`src/rtl/hold_gen_pkg.sv`:
```
// -----------------------------------------------------------------------------
// hold_gen_pkg
// Shared types and helpers for the level-hold transmitter (hold_pulse_gen).
//   hold_gen_state_e : FSM state encoding (IDLE, HOLD, GAP, DONE)
//   cnt_width()      : width of the shared phase counter, sized so that it
//                      holds max(hold, gap) without wrapping.
// -----------------------------------------------------------------------------
package hold_gen_pkg;

  typedef enum logic [1:0] {
    IDLE = 2'd0,
    HOLD = 2'd1,
    GAP  = 2'd2,
    DONE = 2'd3
  } hold_gen_state_e;

  function automatic int cnt_width(input int hold, input int gap);
    int max_len;
    max_len = (hold > gap) ? hold : gap;
    return $clog2(max_len + 1);
  endfunction

endpackage

```
`src/rtl/hold_gen_counter.sv`:
```
// -----------------------------------------------------------------------------
// hold_gen_counter
// Phase counter shared by the HOLD and GAP phases of hold_pulse_gen.
// Registered count, combinational terminal-count compare.
// Ports:
//   i_clk     in  1  clock
//   i_rst_n   in  1  reset, synchronous, active-low (count -> 0)
//   clr       in  1  reload count to 0 (has priority over inc)
//   inc       in  1  advance count by one
//   term_val  in  W  terminal count for the current phase
//   cnt       out W  current count
//   at_term   out 1  cnt == term_val
// -----------------------------------------------------------------------------
module hold_gen_counter #(
  parameter int W = 4
) (
  input  logic         i_clk,
  input  logic         i_rst_n,
  input  logic         clr,
  input  logic         inc,
  input  logic [W-1:0] term_val,
  output logic [W-1:0] cnt,
  output logic         at_term
);

  logic [W-1:0] cnt_reg;

  always_ff @(posedge i_clk) begin
    if (!i_rst_n) begin
      cnt_reg <= '0;
    end else if (clr) begin
      cnt_reg <= '0;
    end else if (inc) begin
      cnt_reg <= cnt_reg + 1'b1;
    end
  end

  assign cnt     = cnt_reg;
  assign at_term = (cnt_reg == term_val);

endmodule

```
`src/rtl/hold_pulse_gen.sv`:
```
// -----------------------------------------------------------------------------
// hold_pulse_gen
// Transmit side of the one-second level-hold link. An accepted start request
// drives o_data high for exactly HOLD_CYCLES clocks, then low for GAP_CYCLES
// clocks, then pulses o_done for one cycle. A transfer can be aborted while
// in HOLD or GAP, which pulses o_aborted instead.
//
// Optional feature (macro HOLD_PULSE_GEN_REPEAT_EN):
//   adds input i_repeat; when high in DONE the FSM restarts HOLD directly,
//   giving back-to-back transfers with no IDLE cycle between them.
//
// Ports:
//   i_clk          in  1  clock
//   i_rst_n        in  1  reset, synchronous, active-low
//   i_start_valid  in  1  start request, held until accepted
//   o_start_ready  out 1  high in IDLE (decoded from state register)
//   i_abort        in  1  terminate a transfer in HOLD/GAP
//   i_repeat       in  1  (HOLD_PULSE_GEN_REPEAT_EN only) restart from DONE
//   o_data         out 1  line output, registered
//   o_busy         out 1  high in HOLD and GAP, registered
//   o_done         out 1  one-cycle pulse on normal completion, registered
//   o_aborted      out 1  one-cycle pulse on abort, registered
// -----------------------------------------------------------------------------
module hold_pulse_gen
  import hold_gen_pkg::*;
#(
  parameter int HOLD_CYCLES = 1_000_002,
  parameter int GAP_CYCLES  = 16
) (
  input  logic i_clk,
  input  logic i_rst_n,
  input  logic i_start_valid,
  output logic o_start_ready,
  input  logic i_abort,
`ifdef HOLD_PULSE_GEN_REPEAT_EN
  input  logic i_repeat,
`endif
  output logic o_data,
  output logic o_busy,
  output logic o_done,
  output logic o_aborted
);

  localparam int CNT_W = cnt_width(HOLD_CYCLES, GAP_CYCLES);

  if (HOLD_CYCLES < 1) begin : g_bad_hold
    $error("hold_pulse_gen: HOLD_CYCLES must be >= 1");
  end
  if (GAP_CYCLES < 1) begin : g_bad_gap
    $error("hold_pulse_gen: GAP_CYCLES must be >= 1");
  end

  localparam logic [CNT_W-1:0] HOLD_TERM = CNT_W'(HOLD_CYCLES - 1);
  localparam logic [CNT_W-1:0] GAP_TERM  = CNT_W'(GAP_CYCLES - 1);

  hold_gen_state_e state_reg, state_next;
  logic data_reg,    data_next;
  logic busy_reg,    busy_next;
  logic done_reg,    done_next;
  logic aborted_reg, aborted_next;

  logic             cnt_clr;
  logic             cnt_inc;
  logic [CNT_W-1:0] term_val;
  logic [CNT_W-1:0] cnt_val;
  logic             at_term;

  // One counter serves both timed phases; only the terminal value changes.
  assign term_val = (state_reg == GAP) ? GAP_TERM : HOLD_TERM;

  hold_gen_counter #(
    .W (CNT_W)
  ) u_counter (
    .i_clk    (i_clk),
    .i_rst_n  (i_rst_n),
    .clr      (cnt_clr),
    .inc      (cnt_inc),
    .term_val (term_val),
    .cnt      (cnt_val),
    .at_term  (at_term)
  );

  always_ff @(posedge i_clk) begin
    if (!i_rst_n) begin
      state_reg   <= IDLE;
      data_reg    <= 1'b0;
      busy_reg    <= 1'b0;
      done_reg    <= 1'b0;
      aborted_reg <= 1'b0;
    end else begin
      state_reg   <= state_next;
      data_reg    <= data_next;
      busy_reg    <= busy_next;
      done_reg    <= done_next;
      aborted_reg <= aborted_next;
    end
  end

  // Defaults describe "return to idle": counter cleared, all outputs low.
  // Each state only overrides what keeps the transfer going.
  always_comb begin
    state_next   = state_reg;
    data_next    = 1'b0;
    busy_next    = 1'b0;
    done_next    = 1'b0;
    aborted_next = 1'b0;
    cnt_clr      = 1'b1;
    cnt_inc      = 1'b0;

    case (state_reg)
      IDLE: begin
        // Abort is meaningless here, so start wins when both are present.
        if (i_start_valid) begin
          state_next = HOLD;
          data_next  = 1'b1;
          busy_next  = 1'b1;
        end
      end

      HOLD: begin
        if (i_abort) begin
          state_next   = IDLE;
          aborted_next = 1'b1;
        end else if (at_term) begin
          state_next = GAP;
          busy_next  = 1'b1;
        end else begin
          data_next = 1'b1;
          busy_next = 1'b1;
          cnt_clr   = 1'b0;
          cnt_inc   = 1'b1;
        end
      end

      GAP: begin
        // Abort beats the terminal count, so no done pulse follows an abort.
        if (i_abort) begin
          state_next   = IDLE;
          aborted_next = 1'b1;
        end else if (at_term) begin
          state_next = DONE;
          done_next  = 1'b1;
        end else begin
          busy_next = 1'b1;
          cnt_clr   = 1'b0;
          cnt_inc   = 1'b1;
        end
      end

      DONE: begin
`ifdef HOLD_PULSE_GEN_REPEAT_EN
        if (i_repeat) begin
          state_next = HOLD;
          data_next  = 1'b1;
          busy_next  = 1'b1;
        end else begin
          state_next = IDLE;
        end
`else
        state_next = IDLE;
`endif
      end

      default: begin
        state_next = IDLE;
      end
    endcase
  end

  // The counter must never run past the terminal value of the active phase.
  always_ff @(posedge i_clk) begin
    if (i_rst_n && (state_reg == HOLD || state_reg == GAP)) begin
      assert (cnt_val <= term_val);
    end
  end

  assign o_start_ready = (state_reg == IDLE);
  assign o_data        = data_reg;
  assign o_busy        = busy_reg;
  assign o_done        = done_reg;
  assign o_aborted     = aborted_reg;

endmodule

```
`config.mk`:
```
export PLATFORM = sky130hd
export DESIGN_NAME = hold_pulse_gen
export DESIGN_NICKNAME = d
export VERILOG_FILES = /design/src/rtl/hold_gen_pkg.sv /design/src/rtl/hold_gen_counter.sv /design/src/rtl/hold_pulse_gen.sv
export SDC_FILE = /design/constraint.sdc
export NUM_CORES = 1
export LEC_CHECK = 0
export BUFFER_PORTS_ARGS = -buffer_cell sky130_fd_sc_hd__buf_2
export CORE_ASPECT_RATIO = 0.5
export CORE_MARGIN = 2
export CORE_UTILIZATION = 45
export DETAILED_ROUTE_END_ITERATION = 8
export SYNTH_ARGS = -nofsm -noshare
export SYNTH_HDL_FRONTEND = slang
export SYNTH_HIERARCHICAL = 1
export SYNTH_SLANG_ARGS = --single-unit
```
`constraint.sdc`:
```
create_clock -name i_clk -period 2.7 [get_ports i_clk]
set_clock_uncertainty 0.1 [all_clocks]
set_input_delay 0.135 -clock i_clk [delete_from_list [all_inputs] [get_ports i_clk]]
set_output_delay 0.135 -clock i_clk [all_outputs]
set_load 0.03 [all_outputs]
```
==> metrics.txt <==
layout cells sized above 1 21.8%; Leakage approximately 0.74 nW; first-pass GRT wire length roughly 5.4 mm; H-Tree Depth 1; CTS Buffer Depth 2; CP peak stage delay ~470 ps; Routed WL roughly 3.2 mm; R2R depth 14; largest net degree at the start of global routing 16; CP Capture Type flip-flop; CTS tree done; Async SR Flop Fraction 0%; EDFF count, synth 0; Synth cell types 39; # fillers 261; CP startpoint kind flip-flop; required time of the worst setup path 2820 ps; fmax ~0.39 GHz; CTS Hold Bufs 0; CP top delay family simple AND/OR/NAND/NOR gates; diodes inserted 0; CP dominant cell by count nand2_1; CP Max Fanout 8; Post-Synthesis Cell Area around 1500 um2; Seq/Total Area, Yosys a little over a third; Fin. Hold Viols 0; worst hold stages 3; initial antenna violation count 0; Initial DRT Pass Iterations 4; min cycle time layout between 2000 and 3000 ps; cts bufs inserted 3; Cell Chain, Critical Path inv_4 > ha_4 > inv_8 > xor2_1 > nor4_1 > nand3_1 > nor3_2 > nor2_1 > nand2_1 > inv_2 > nand3_2 > or4_4 > or4_1 > nand2_1; clk_lat worst skew between 200 and 300 ps; # IOs 9; Largest register FFs 20; Starting Density between 40% and 50%; post-synthesis register bit count 26; post-DR wirelength/cell approximately 13 um; max_cap viols 0; vias about 1,200; Worst setup startpoint state_reg[0]$_SDFFE_PN0P_; final setup vio count 0; CP Class reg2reg; Top FF cell, synth dfxtp_1; vias in the first global route between 1,000 and 1,500; die width between 80 and 90 um; Max Slew Vio Count 0; total track usage 18.5%; dpl cells ~240; YS warnings 6; final core utilization between 50 and 60%; Num Clock Sinks 26; clk root buf clkbuf_8; dpl ws -48.2 ps; Min-Delay Path Class in2reg; worst vdd ir ~0.27 mV; die area approximately 3800 um2; Hold Path End o_busy$_SDFF_PN0_; RSZ-0062 raised after global routing true; hpwl dp about 2.4 mm; Power Density roughly 470 nW/um2; Non-Filler Instances around 240; fin nets ~210; GPL Wtd Cong between 0.8 and 0.9; IO buf count 8; Core ar. between 3000 and 4000 um2; clk slew on worst S/H paths 90 ps; overall power around 0.86 mW; start of the worst register-to-register path state_reg[0]$_SDFFE_PN0P_; FF-to-FF setup slack 100 ps; CP bufs+invs 3; CP Data Arrival Time around 2700 ps; Worst path slowest cell or4_1; Seq. cell area roughly 520 um2; Detail Route Antenna Nets 0; multi-input logic area approximately 980 um2; commonest cells after routing, fill and taps aside 24 x dfxtp_1, 17 x nand2_1, 16 x buf_4, 16 x xor2_1, 15 x nor2_1; final worst-path cycle share between 90% and 100%; R2R Path End u_counter/cnt[18]$_SDFFE_PP0P_; Die Y approximately 44 um; Syn-to-layout area delta 24.4%; row count 14; number of DRC markers in iteration 0 61; vias per cell 5.13; GRT overflow 0; outcome complete, no violations; Cells after Synth between 150 and 200; Worst Hold Slack about 33 ps; Final WS setup 103 ps; drc violations 0; Hold Path Origin i_start_valid; post-synthesis area per instance 8.53 um2; most common cell after layout, fill and taps aside dfxtp_1
-- what timing repair did --
action	CTS	global route
endpoints found under the setup margin	5	20
setup buffers	1	1
pin swaps	0	3
gates resized for setup	2	12
-- report_power, final --
group	leakage, nW	internal [mW]	switching (mW)
logic	0.491	0.0547	0.0830
registers	0.211	0.392	0.00520
clock network	0.0357	0.199	0.129
total	0.737	0.646	0.217
-- logic make-up (layout without fill, tap and decap cells) --
logic type               after synthesis  count (layout)  share of synthesized area [%]
AO/OA/AOI/OAI                         22              22                           10.3
XOR/XNOR                              30              30                           17.9
adder cells (fa/ha/maj)                6               6                           5.11
buffers and inverters                 15              37                           3.92
flip-flops                            26              26                           35.5
multiplexers                           2               2                           1.36
other                                  2              10                          0.512
AND/OR/NAND/NOR                       69              69                           25.4
-- per-stage QoR --
stage	area [um2]	TNS, ps
after global routing	1830	-123
after global placement	1680	0
after floorplan	1510	0
final	1830	0
after CTS	1770	0
after detailed placement	1680	-91.4
-- area by class of cell --
cell class | count | area share, %
Timing Repair Buffer | 24 | 8.77
Multi-Input combinational cell | 139 | 53.5
Sequential cell | 26 | 28.6
Inverter | 9 | 2.40
Clock buffer | 3 | 2.26
Tap cell | 40 | 2.74
Clock inverter | 1 | 1.64
-- how the worst max path moves through the flow --
stage | endpoint | depth (start not counted)
floorplan | u_counter/cnt[18]$_SDFFE_PP0P_ | 14
global placement | u_counter/cnt[18]$_SDFFE_PP0P_ | 14
detailed placement | u_counter/cnt[18]$_SDFFE_PP0P_ | 14
CTS | u_counter/cnt[18]$_SDFFE_PP0P_ | 14
global route | u_counter/cnt[18]$_SDFFE_PP0P_ | 14
finish | u_counter/cnt[18]$_SDFFE_PP0P_ | 14
-- synth_stat cells (4+ instances only) --
cell      number  area (um2)
inv_1          9        33.8
xnor2_1       13         114
nand2_1       17        63.8
a21oi_1        5        25.0
nor4_1         5        31.3
ha_1           6        75.1
nor2_1        15        56.3
dfxtp_1       26         521
or3_1          4        25.0
o21ai_0        4        20.0
nor3_1         4        20.0
nand4_1        6        37.5
xor2_1        17         149
clkbuf_1       4        15.0
-- tightest hold or removal path, cell delays in order --
cell     delay [ps]
buf_2           100
nand2_1          80
a21oi_1          60
-- metal layers --
metal | GRT usage (%) | wire, um
met2 | 29.4 | 1360
met1 | 26.1 | 1760
met3 | 5.04 | 110
met5 | 0 | 0
met4 | 2.86 | 17
Power figures use the tool's default switching activity.
